--- src/rtl/wb_port_arbiter_pkg.sv ---
// Shared core constants for the writeback path.
//   XLEN       - architectural data width
//   REG_AW     - register address width
//   NUM_REGS   - number of architectural registers
//   WB_*       - writeback requester indices on the shared write port
package wb_port_arbiter_pkg;

  localparam int unsigned XLEN     = 64;
  localparam int unsigned REG_AW   = 5;
  localparam int unsigned NUM_REGS = 2 ** REG_AW;

  localparam int unsigned WB_ALU    = 0;
  localparam int unsigned WB_LOAD   = 1;
  localparam int unsigned WB_MULDIV = 2;

endpackage

--- src/rtl/wb_port_arbiter_rr_arbiter.sv ---
// N-way round-robin arbiter.
//   clk, rst_n : clock, asynchronous active-low reset
//   valid_i    : request vector
//   grant_o    : one-hot grant (combinational from valid_i and pointer),
//                held at zero while reset is asserted
// The search starts at the pointer; after a grant to g the pointer moves
// to g+1 (mod N). The pointer holds when nothing is granted.
module rr_arbiter
  import wb_port_arbiter_pkg::*;
#(
  parameter int unsigned N = 3
) (
  input  logic         clk,
  input  logic         rst_n,
  input  logic [N-1:0] valid_i,
  output logic [N-1:0] grant_o
);

  localparam int unsigned PW = (N > 1) ? $clog2(N) : 1;

  logic [PW-1:0] ptr_q, ptr_d;
  logic [N-1:0]  grant;
  logic [PW-1:0] gidx;

  function automatic logic [PW-1:0] wrap_add(input logic [PW-1:0] p,
                                             input int unsigned k);
    int unsigned s;
    s = int'(p) + k;
    if (s >= N) s = s - N;
    return PW'(s);
  endfunction

  always_comb begin
    grant = '0;
    gidx  = '0;
    for (int unsigned k = 0; k < N; k++) begin
      if (grant == '0 && valid_i[wrap_add(ptr_q, k)]) begin
        grant[wrap_add(ptr_q, k)] = 1'b1;
        gidx                      = wrap_add(ptr_q, k);
      end
    end
    ptr_d = (grant != '0) ? wrap_add(gidx, 1) : ptr_q;
  end

  assign grant_o = grant & {N{rst_n}};

  always_ff @(posedge clk or negedge rst_n) begin
    if (!rst_n) ptr_q <= '0;
    else        ptr_q <= ptr_d;
  end

endmodule

--- src/rtl/wb_port_arbiter.sv ---
// Register-file write-port arbiter with pending-write scoreboard.
//   req_valid/req_ready/req_rd/req_data : writeback requesters (packed per index)
//   issue_valid/issue_rd                : issue-stage destination reservation
//   flush                               : clears the scoreboard
//   rf_we/rf_waddr/rf_wdata             : registered register-file write port
//   busy                                : per-register pending-write bits (bit 0 = 0)
//   err_waw                             : sticky issue-to-busy-register error
module wb_port_arbiter
  import wb_port_arbiter_pkg::*;
#(
  parameter int unsigned NUM_REQ = 3,
  parameter int unsigned XLEN    = wb_port_arbiter_pkg::XLEN,
  parameter int unsigned REG_AW  = wb_port_arbiter_pkg::REG_AW
) (
  input  logic                      clk,
  input  logic                      rst_n,
  input  logic [NUM_REQ-1:0]        req_valid,
  output logic [NUM_REQ-1:0]        req_ready,
  input  logic [NUM_REQ*REG_AW-1:0] req_rd,
  input  logic [NUM_REQ*XLEN-1:0]   req_data,
  input  logic                      issue_valid,
  input  logic [REG_AW-1:0]         issue_rd,
  input  logic                      flush,
  output logic                      rf_we,
  output logic [REG_AW-1:0]         rf_waddr,
  output logic [XLEN-1:0]           rf_wdata,
  output logic [2**REG_AW-1:0]      busy,
  output logic                      err_waw
);

  logic [NUM_REQ-1:0]   grant;
  logic                 xfer;
  logic [REG_AW-1:0]    sel_rd;
  logic [XLEN-1:0]      sel_data;
  logic                 issue_set;

  logic                 rf_we_q, rf_we_d;
  logic [REG_AW-1:0]    rf_waddr_q, rf_waddr_d;
  logic [XLEN-1:0]      rf_wdata_q, rf_wdata_d;
  logic [2**REG_AW-1:0] busy_q, busy_d;
  logic                 err_q, err_d;

  rr_arbiter #(.N(NUM_REQ)) u_rr (
    .clk     (clk),
    .rst_n   (rst_n),
    .valid_i (req_valid),
    .grant_o (grant)
  );

  assign req_ready = grant;
  assign xfer      = |grant;
  assign issue_set = issue_valid && (issue_rd != '0);

  // Grant is one-hot, so OR-reduction acts as the select mux.
  always_comb begin
    sel_rd   = '0;
    sel_data = '0;
    for (int unsigned i = 0; i < NUM_REQ; i++) begin
      if (grant[i]) begin
        sel_rd   = sel_rd   | req_rd[i*REG_AW +: REG_AW];
        sel_data = sel_data | req_data[i*XLEN +: XLEN];
      end
    end
  end

  always_comb begin
    rf_we_d    = xfer && (sel_rd != '0);
    rf_waddr_d = xfer ? sel_rd   : rf_waddr_q;
    rf_wdata_d = xfer ? sel_data : rf_wdata_q;

    // Clear first, then set, so a same-cycle reissue keeps the bit; flush overrides both.
    busy_d = busy_q;
    if (xfer)      busy_d[sel_rd]   = 1'b0;
    if (issue_set) busy_d[issue_rd] = 1'b1;
    if (flush)     busy_d           = '0;
    busy_d[0] = 1'b0;

    err_d = err_q;
    if (issue_set && busy_q[issue_rd] && !(xfer && sel_rd == issue_rd))
      err_d = 1'b1;
  end

  always_ff @(posedge clk or negedge rst_n) begin
    if (!rst_n) begin
      rf_we_q    <= 1'b0;
      rf_waddr_q <= '0;
      rf_wdata_q <= '0;
      busy_q     <= '0;
      err_q      <= 1'b0;
    end else begin
      rf_we_q    <= rf_we_d;
      rf_waddr_q <= rf_waddr_d;
      rf_wdata_q <= rf_wdata_d;
      busy_q     <= busy_d;
      err_q      <= err_d;
    end
  end

  assign rf_we    = rf_we_q;
  assign rf_waddr = rf_waddr_q;
  assign rf_wdata = rf_wdata_q;
  assign busy     = busy_q;
  assign err_waw  = err_q;

endmodule

--- config.mk ---
export PLATFORM = sky130hd
export DESIGN_NAME = wb_port_arbiter
export DESIGN_NICKNAME = d
export VERILOG_FILES = /design/src/rtl/wb_port_arbiter_pkg.sv /design/src/rtl/wb_port_arbiter_rr_arbiter.sv /design/src/rtl/wb_port_arbiter.sv
export SDC_FILE = /design/constraint.sdc
export NUM_CORES = 1
export LEC_CHECK = 0
export ABC_AREA = 1
export BUFFER_PORTS_ARGS = -buffer_cell sky130_fd_sc_hd__buf_4
export CAP_MARGIN = 20
export CORE_MARGIN = 5
export CORE_UTILIZATION = 40
export CTS_CLUSTER_SIZE = 40
export DETAILED_ROUTE_END_ITERATION = 7
export HOLD_SLACK_MARGIN = 0.12
export PLACE_DENSITY = 0.86
export SETUP_SLACK_MARGIN = 0.02
export SYNTH_ARGS = -nofsm -noshare
export SYNTH_HDL_FRONTEND = slang
export SYNTH_HIERARCHICAL = 1
export SYNTH_SLANG_ARGS = --single-unit
--- constraint.sdc ---
create_clock -name clk -period 8.24 [get_ports clk]
set_clock_uncertainty 0.05 [all_clocks]
set_input_delay 0.412 -clock clk [delete_from_list [all_inputs] [get_ports clk]]
set_output_delay 0.412 -clock clk [all_outputs]
set_load 0.02 [all_outputs]
==> results of run 1 <==
-- flip-flops by register name (all words and copies together) (netlist names) --
signal / cells
u_rr/ptr_q: 2
busy: 31
rf_we: 1
err_waw: 1
rf_waddr: 5
rf_wdata: 64
-- per-layer routing --
metal | routed length (um) | track usage
met4 | 1004 | 0.1204
met2 | 11220 | 0.4315
met5 | 0 | 0
met3 | 2454 | 0.07327
met1 | 7688 | 0.2926
-- path summary, 6_finish.rpt --
path,endpoint,cells after the start,slack [ns]
worst max-delay path,busy[3],20,4.49
worst min-delay path,rf_wdata[27],3,0.22
worst max register to register,busy[3],20,4.49
worst min register to register,rf_waddr[3],2,0.43
max in group asynchronous,busy[3],3,6.35
min in group asynchronous,rf_wdata[12],2,0.52
-- layout by cell type, fill, tap and decap left out, types with 2 or more instances in the layout --
| master | instances |
|---|---|
| nand2_1 | 429 |
| buf_4 | 327 |
| dfrtp_1 | 104 |
| nand4_1 | 66 |
| a21oi_1 | 34 |
| o21ai_1 | 30 |
| nand3_1 | 23 |
| inv_2 | 18 |
| inv_1 | 18 |
| nand3_2 | 10 |
| nor2_1 | 10 |
| clkbuf_16 | 9 |
| nor3_1 | 6 |
| nand2_2 | 6 |
| ha_1 | 5 |
| o21ai_0 | 4 |
| nor2_4 | 4 |
| nor2_2 | 2 |
| clkinv_1 | 2 |
| inv_6 | 2 |
| a21oi_4 | 2 |
-- report_power, final --
group,internal (uW),switching [uW],total (uW)
combinational,683,1280,1960
sequential,716,107,823
clock,247,203,450
-- kinds of logic (layout without fill, tap and decap cells) --
logic type	after synthesis	in the layout	synth area share
other	1	2	0.0006472
adder cells (fa/ha/maj)	5	5	0.01080
AND/OR/NAND/NOR	559	559	0.4187
flip-flops	104	104	0.4491
AO/OA/AOI/OAI	72	72	0.06392
buffers and inverters	78	383	0.05679
-- worst max-delay path, delay by kind of cell (launching register included) --
kind                     cells  cell delay, ns
adder cells (fa/ha/maj)      1            0.28
buffers and inverters        4            0.86
flip-flops                   1            0.42
AND/OR/NAND/NOR             13            1.59
AO/OA/AOI/OAI                2            0.38
-- stage by stage --
step	power [uW]	hold WS, ns	util	std cells	instance area [um^2]
floorplan	2057	0.06641	-	819	5794
global placement	2726	0.3667	0.5792	1290	8323
detailed placement	2803	0.3690	0.5806	1291	8343
CTS	3254	0.2168	0.6027	1308	8660
global route	3471	0.2256	0.6027	1308	8660
finish	3235	0.2242	0.6028	1309	8662
-- synthesized netlist by cell type, drive strengths merged --
cell type,number,area share
clkinv,2,0.0013
conb,1,0.00065
a32oi,1,0.0015
nand4,66,0.071
inv,36,0.023
ha,5,0.011
nand3,33,0.037
a21oi,36,0.031
nor4,1,0.0011
nor3,8,0.0097
a21boi,1,0.0019
nor2,16,0.015
dfrtp,104,0.45
nand2,435,0.28
clkbuf,28,0.019
buf,12,0.014
o21ai,34,0.029
-- area by class of cell --
| cell class | instances | share of cell area |
|---|---|---|
| clock inverter | 5 | 0.007367 |
| antenna | 1 | 0.0002889 |
| inverter | 38 | 0.01647 |
| clock buffer | 11 | 0.02802 |
| multi-input combinational | 637 | 0.3340 |
| tap | 184 | 0.02658 |
| timing repair buffer | 329 | 0.2869 |
| sequential | 104 | 0.3004 |
==> summary.txt, run 1 <==
Status
  • Status: finished clean

Detailed routing
  • Avg WL per Cell: 17.09 um
  • DRT iter0 DRCs: 657
  • First-pass DRT Iterations: 5
  • Final wirelength: 22370 um
  • Routed vias: 6867
  • DRC errors left: 0
  • Via-to-Cell Ratio: 5.246
  • Antenna Nets Post-Route: 0

Floorplan
  • Die Width: 130.4 um
  • Die H: 130.4 um
  • Core Box Area: 14370 um^2
  • Total die area: 16990 um^2
  • Ports: 325
  • Initial core utilization: 0.4033
  • FP Rows: 44

Final layout
  • Nets: 1343
  • Multi-input logic area: 2893 um^2
  • Synthesis-to-finish area growth: 49.49%
  • Fillers: 1319
  • Layout cell share with drive strength beyond 1: 0.3452
  • Area taken by flip-flops and latches: 2603 um^2

Timing
  • Slew @ Worst Pin: 0.8590 ns
  • Worst rel slew slack: 0.4273
  • Unrepaired setup endpoints after global routing: false
  • Hold Vio Cnt, Final: 0
  • Final setup margin: 4.492 ns
  • Tmin final: 3.748 ns
  • Crit share post-route: 0.4549
  • Fmax: 266.8 MHz
  • Setup violators final: 0
  • Final Max Tran Viols: 0
  • Setup TNS: 0 ns

Placement
  • Buffers on Ports: 323
  • HPWL Detailed: 17070 um
  • Worst slack, placed: 4.577 ns
  • Routability cong.: 0.9472

GRT
  • Number of global-route vias before repair: 6444
  • Overflow after GRT: 0
  • Total GRT Usage: 0.2530
  • First-pass GRT wire length: 33390 um
  • Initial antenna violation count: 0
  • Largest net degree at the start of global routing: 72

Flow run
  • MaxCap Viol Count: 0

Power
  • Leak: 0.004454 uW
  • VDD IR max: 196.9 uV
  • Pwr Density: 373.4 nW/um^2

Logic synthesis
  • Mapped cell area: 5794 um^2
  • Syn avg cell area: 7.075 um^2
  • #FFs+latches synth: 104
  • Synth warn: 6
  • Syn nets: 1043
  • Number of distinct library cells after synthesis: 28
  • Seq/Total Area, Yosys: 0.4491
  • Mapped Cells: 819

Critical path
  • Req. time, crit path: 8.41 ns
  • Worst R2R Start: u_rr/ptr_q[1]
  • Max incr delay on CP: 0.59 ns
  • CP Launch Type: flip-flop
  • Crit. Startpoint: u_rr/ptr_q[1]
  • Crit-path slowest cell: buf_4
  • Crit-path max FO: 71
  • Critical Path End Type: flip-flop
  • Critical-path cell list: inv_1 > ha_1 > inv_1 > nand2_1 > nand3_1 > nand3_2 > nand2_2 > nand3_1 > nand2_1 > nor2_4 > nand3_1 > nand3_1 > inv_2 > nor2_4 > buf_4 > nand2_1 > nand3_2 > nand2_1 > o21ai_0 > a21oi_1
  • Critical Path AT: 3.92 ns
  • Worst setup path class: reg2reg

Clock network
  • CTS tree: yes
  • CTS buffer count: 9
  • Post CTS Setup Buffer Count: 0
  • Post-CTS Hold Buffers: 1
  • CTS Buffer Depth: 2
  • Clock Latency Late Sink: 0.34 ns
  • Root Driver: clkbuf_16
  • CTS sink count: 104
  • CTS resizes: 0
  • H-tree depth: 3
  • Clock slew at reported path FFs: 0.08 ns

Hold path
  • HP Start: req_data[27]
  • Worst hold path type: in2reg
(Power assumes the default switching activity.)
==> run 2: changes to the inputs <==
PLACE_DENSITY = 0.88   (was 0.86)
clock period = 3.1 ns   (was 8.24 ns; I/O delays follow)
==> run 2 against run 1 <==
Against the previous run: combinational power grew to 3.3 times the previous value; via count grew 28%; largest power group unchanged; non-clock buffer count grew 209; largest cell class is now non-clock buffers; critical endpoint is now err_waw; flip-flop and latch count is the same; critical path type unchanged; design area grew 26%; first-iteration DRC count grew 82%.
==> summary.txt, run 2 (synthesis results as in run 1) <==
Critical path
  • CP Launch Type: flip-flop
  • Req. time, crit path: 3.29 ns (-5.12 ns)
  • Crit-path max FO: 5 (-93%)
  • Worst setup path class: reg2reg
  • Critical Path End Type: flip-flop
  • Critical Path AT: 3.25 ns (-0.67 ns)

GRT
  • Total GRT Usage: 0.3676 (+0.1146)
  • Number of global-route vias before repair: 8825 (+37%)
  • First-pass GRT wire length: 47990 um (+44%)
  • Overflow after GRT: 0 (unchanged)
  • Initial antenna violation count: 5 (+5)
  • Largest net degree at the start of global routing: 80 (+11%)

Final layout
  • Nets: 1552 (+16%)
  • Most common cell after layout, fill and taps aside: nand2_1
  • Synthesis-to-finish area growth: 87.78%
  • Max FFs per register: 64 (unchanged)
  • Fin area: 10880 um^2 (+26%)
  • Most frequent cells in the layout: nand2_1 (418), buf_4 (335), dlygate4sd3_1 (196)
  • Layout cell share with drive strength beyond 1: 0.3123 (-0.03288)

Floorplan
  • Ports: 325 (unchanged)
  • Core Box Area: 14370 um^2 (unchanged)
  • Die H: 130.4 um (unchanged)
  • Total die area: 16990 um^2 (unchanged)
  • Initial core utilization: 0.4033 (unchanged)
  • FP Rows: 44 (unchanged)
  • Die Width: 130.4 um (unchanged)

Timing
  • Unrepaired setup endpoints after global routing: true
  • Tmin final: 3.061 ns (-0.6872 ns)
  • Worst rel slew slack: 0.6467 (+0.2193)
  • Slew @ Worst Pin: 0.5259 ns (-0.3331 ns)
  • Hold Vio Cnt, Final: 0 (unchanged)
  • Final Max Tran Viols: 0 (unchanged)
  • Fmax: 326.7 MHz (+22%)
  • Crit share post-route: 0.9874 (+0.5325)
  • Setup violators final: 0 (unchanged)
  • Hold slack: 0.1384 ns (-0.08577 ns)

Clock network
  • CTS tree: yes
  • Root Driver: clkbuf_16
  • CTS buffer count: 9 (unchanged)
  • Clock Latency Late Sink: 0.35 ns (about the same)
  • CTS sink count: 104 (unchanged)
  • H-tree depth: 3 (unchanged)
  • CTS Buffer Depth: 2 (unchanged)
  • Clock slew at reported path FFs: 0.07 ns (about the same)

Power
  • Leak: 0.005373 uW (+21%)
  • VDD IR max: 700.4 uV (+260%)
  • Pwr Density: 903.4 nW/um^2 (+140%)

Detailed routing
  • Via-to-Cell Ratio: 5.768 (+10%)
  • DRC errors left: 0 (unchanged)
  • Routed vias: 8791 (+28%)
  • Antenna Nets Post-Route: 0 (unchanged)
  • First-pass DRT Iterations: 6 (+1)
  • DRT iter0 DRCs: 1194 (+82%)
  • Avg WL per Cell: 21.59 um (+26%)
  • Final wirelength: 32900 um (+47%)

Placement
  • DP Area: 8353 um^2 (+0.12%)
  • Routability cong.: 0.9655 (+1.9%)
  • HPWL Detailed: 17510 um (+2.6%)
  • Buffers on Ports: 323 (unchanged)

Status
  • Status: finished clean

Hold path
  • Worst hold path type: in2reg

Flow run
  • MaxCap Viol Count: 0 (unchanged)
run 2: cell types whose count changed in the layout (fill, tap and decap cells not counted), sizes merged:
| cell | before | now |
|---|---|---|
| diode | 1 | 8 |
| bufinv | 1 | 0 |
| clkbuf | 11 | 15 |
| dlygate4sd3 | 1 | 196 |
| buf | 328 | 340 |
| inv | 38 | 36 |
run 2: critical path, cell delays in order, from the launching register on:
cell	delay (ns)
dfrtp_2	0.42
buf_4	0.15
ha_4	0.17
inv_1	0.08
nand3_2	0.13
nand3_2	0.13
nand2_2	0.08
nand3_1	0.09
nand2_1	0.10
nor2_4	0.15
nand3_2	0.14
a21oi_4	0.22
buf_4	0.16
nand2_1	0.09
nand3_4	0.14
inv_2	0.11
nand2_1	0.10
nand2_1	0.07
nor2_1	0.10
nand3_1	0.10
nand3_1	0.11
nand2_1	0.05
run 2: final cells by class:
type	count	area (um^2)
flip-flops and latches	104	2604
fillers	821	3488
diodes	8	20.02
clock inverters	2	16.27
inverters	38	142.6
well taps	184	230.2
clock buffers	13	250.2
multi-input cells	637	2992
repair buffers	538	4626
run 2: through the flow:
step / cells / total power [uW] / setup slack (ns) / util / TNS, ns
floorplan: 819 / 5467 / 0.08377 / - / 0
global placement: 1294 / 7282 / 0.1989 / 0.5813 / 0
detailed placement: 1294 / 7414 / 0.09378 / 0.5813 / 0
CTS: 1505 / 8756 / 0.02023 / 0.7382 / 0
global route: 1521 / 10320 / -0.2379 / 0.7567 / -2.335
finish: 1524 / 9830 / 0.03914 / 0.7572 / 0
run 2: power by group:
part | total, uW | internal (uW) | switching, uW
registers | 2270 | 1910 | 361
logic | 6480 | 2260 | 4220
clock network | 1080 | 566 | 515
run 2: what timing repair did:
item	4_1_cts	5_1_grt
setup buffers	0	8
pin swaps	0	4
gates resized for setup	6	33
cloned	0	2
endpoints found under the setup margin	2	91
hold endpoints to repair	98	0
hold buffers	196	0
run 2: path summary, 6_finish.rpt:
check / slack (ns) / from / end / cells after the start
hold reg to reg: 0.43 / rf_waddr[1] / rf_waddr[1] / 2
min in group asynchronous: 0.22 / rst_n / rf_wdata[9] / 2
max in group asynchronous: 1.87 / rst_n / rf_wdata[34] / 4
setup reg to reg: 0.04 / u_rr/ptr_q[0] / err_waw / 21
hold / removal: 0.14 / issue_rd[4] / busy[5] / 4
setup / recovery: 0.04 / u_rr/ptr_q[0] / err_waw / 21
run 2: routing by layer:
| layer | part of all wire | GRT usage |
|---|---|---|
| met5 | 0 | 0 |
| met1 | 0.33 | 0.4216 |
| met4 | 0.091 | 0.2601 |
| met2 | 0.45 | 0.5884 |
| met3 | 0.13 | 0.1068 |
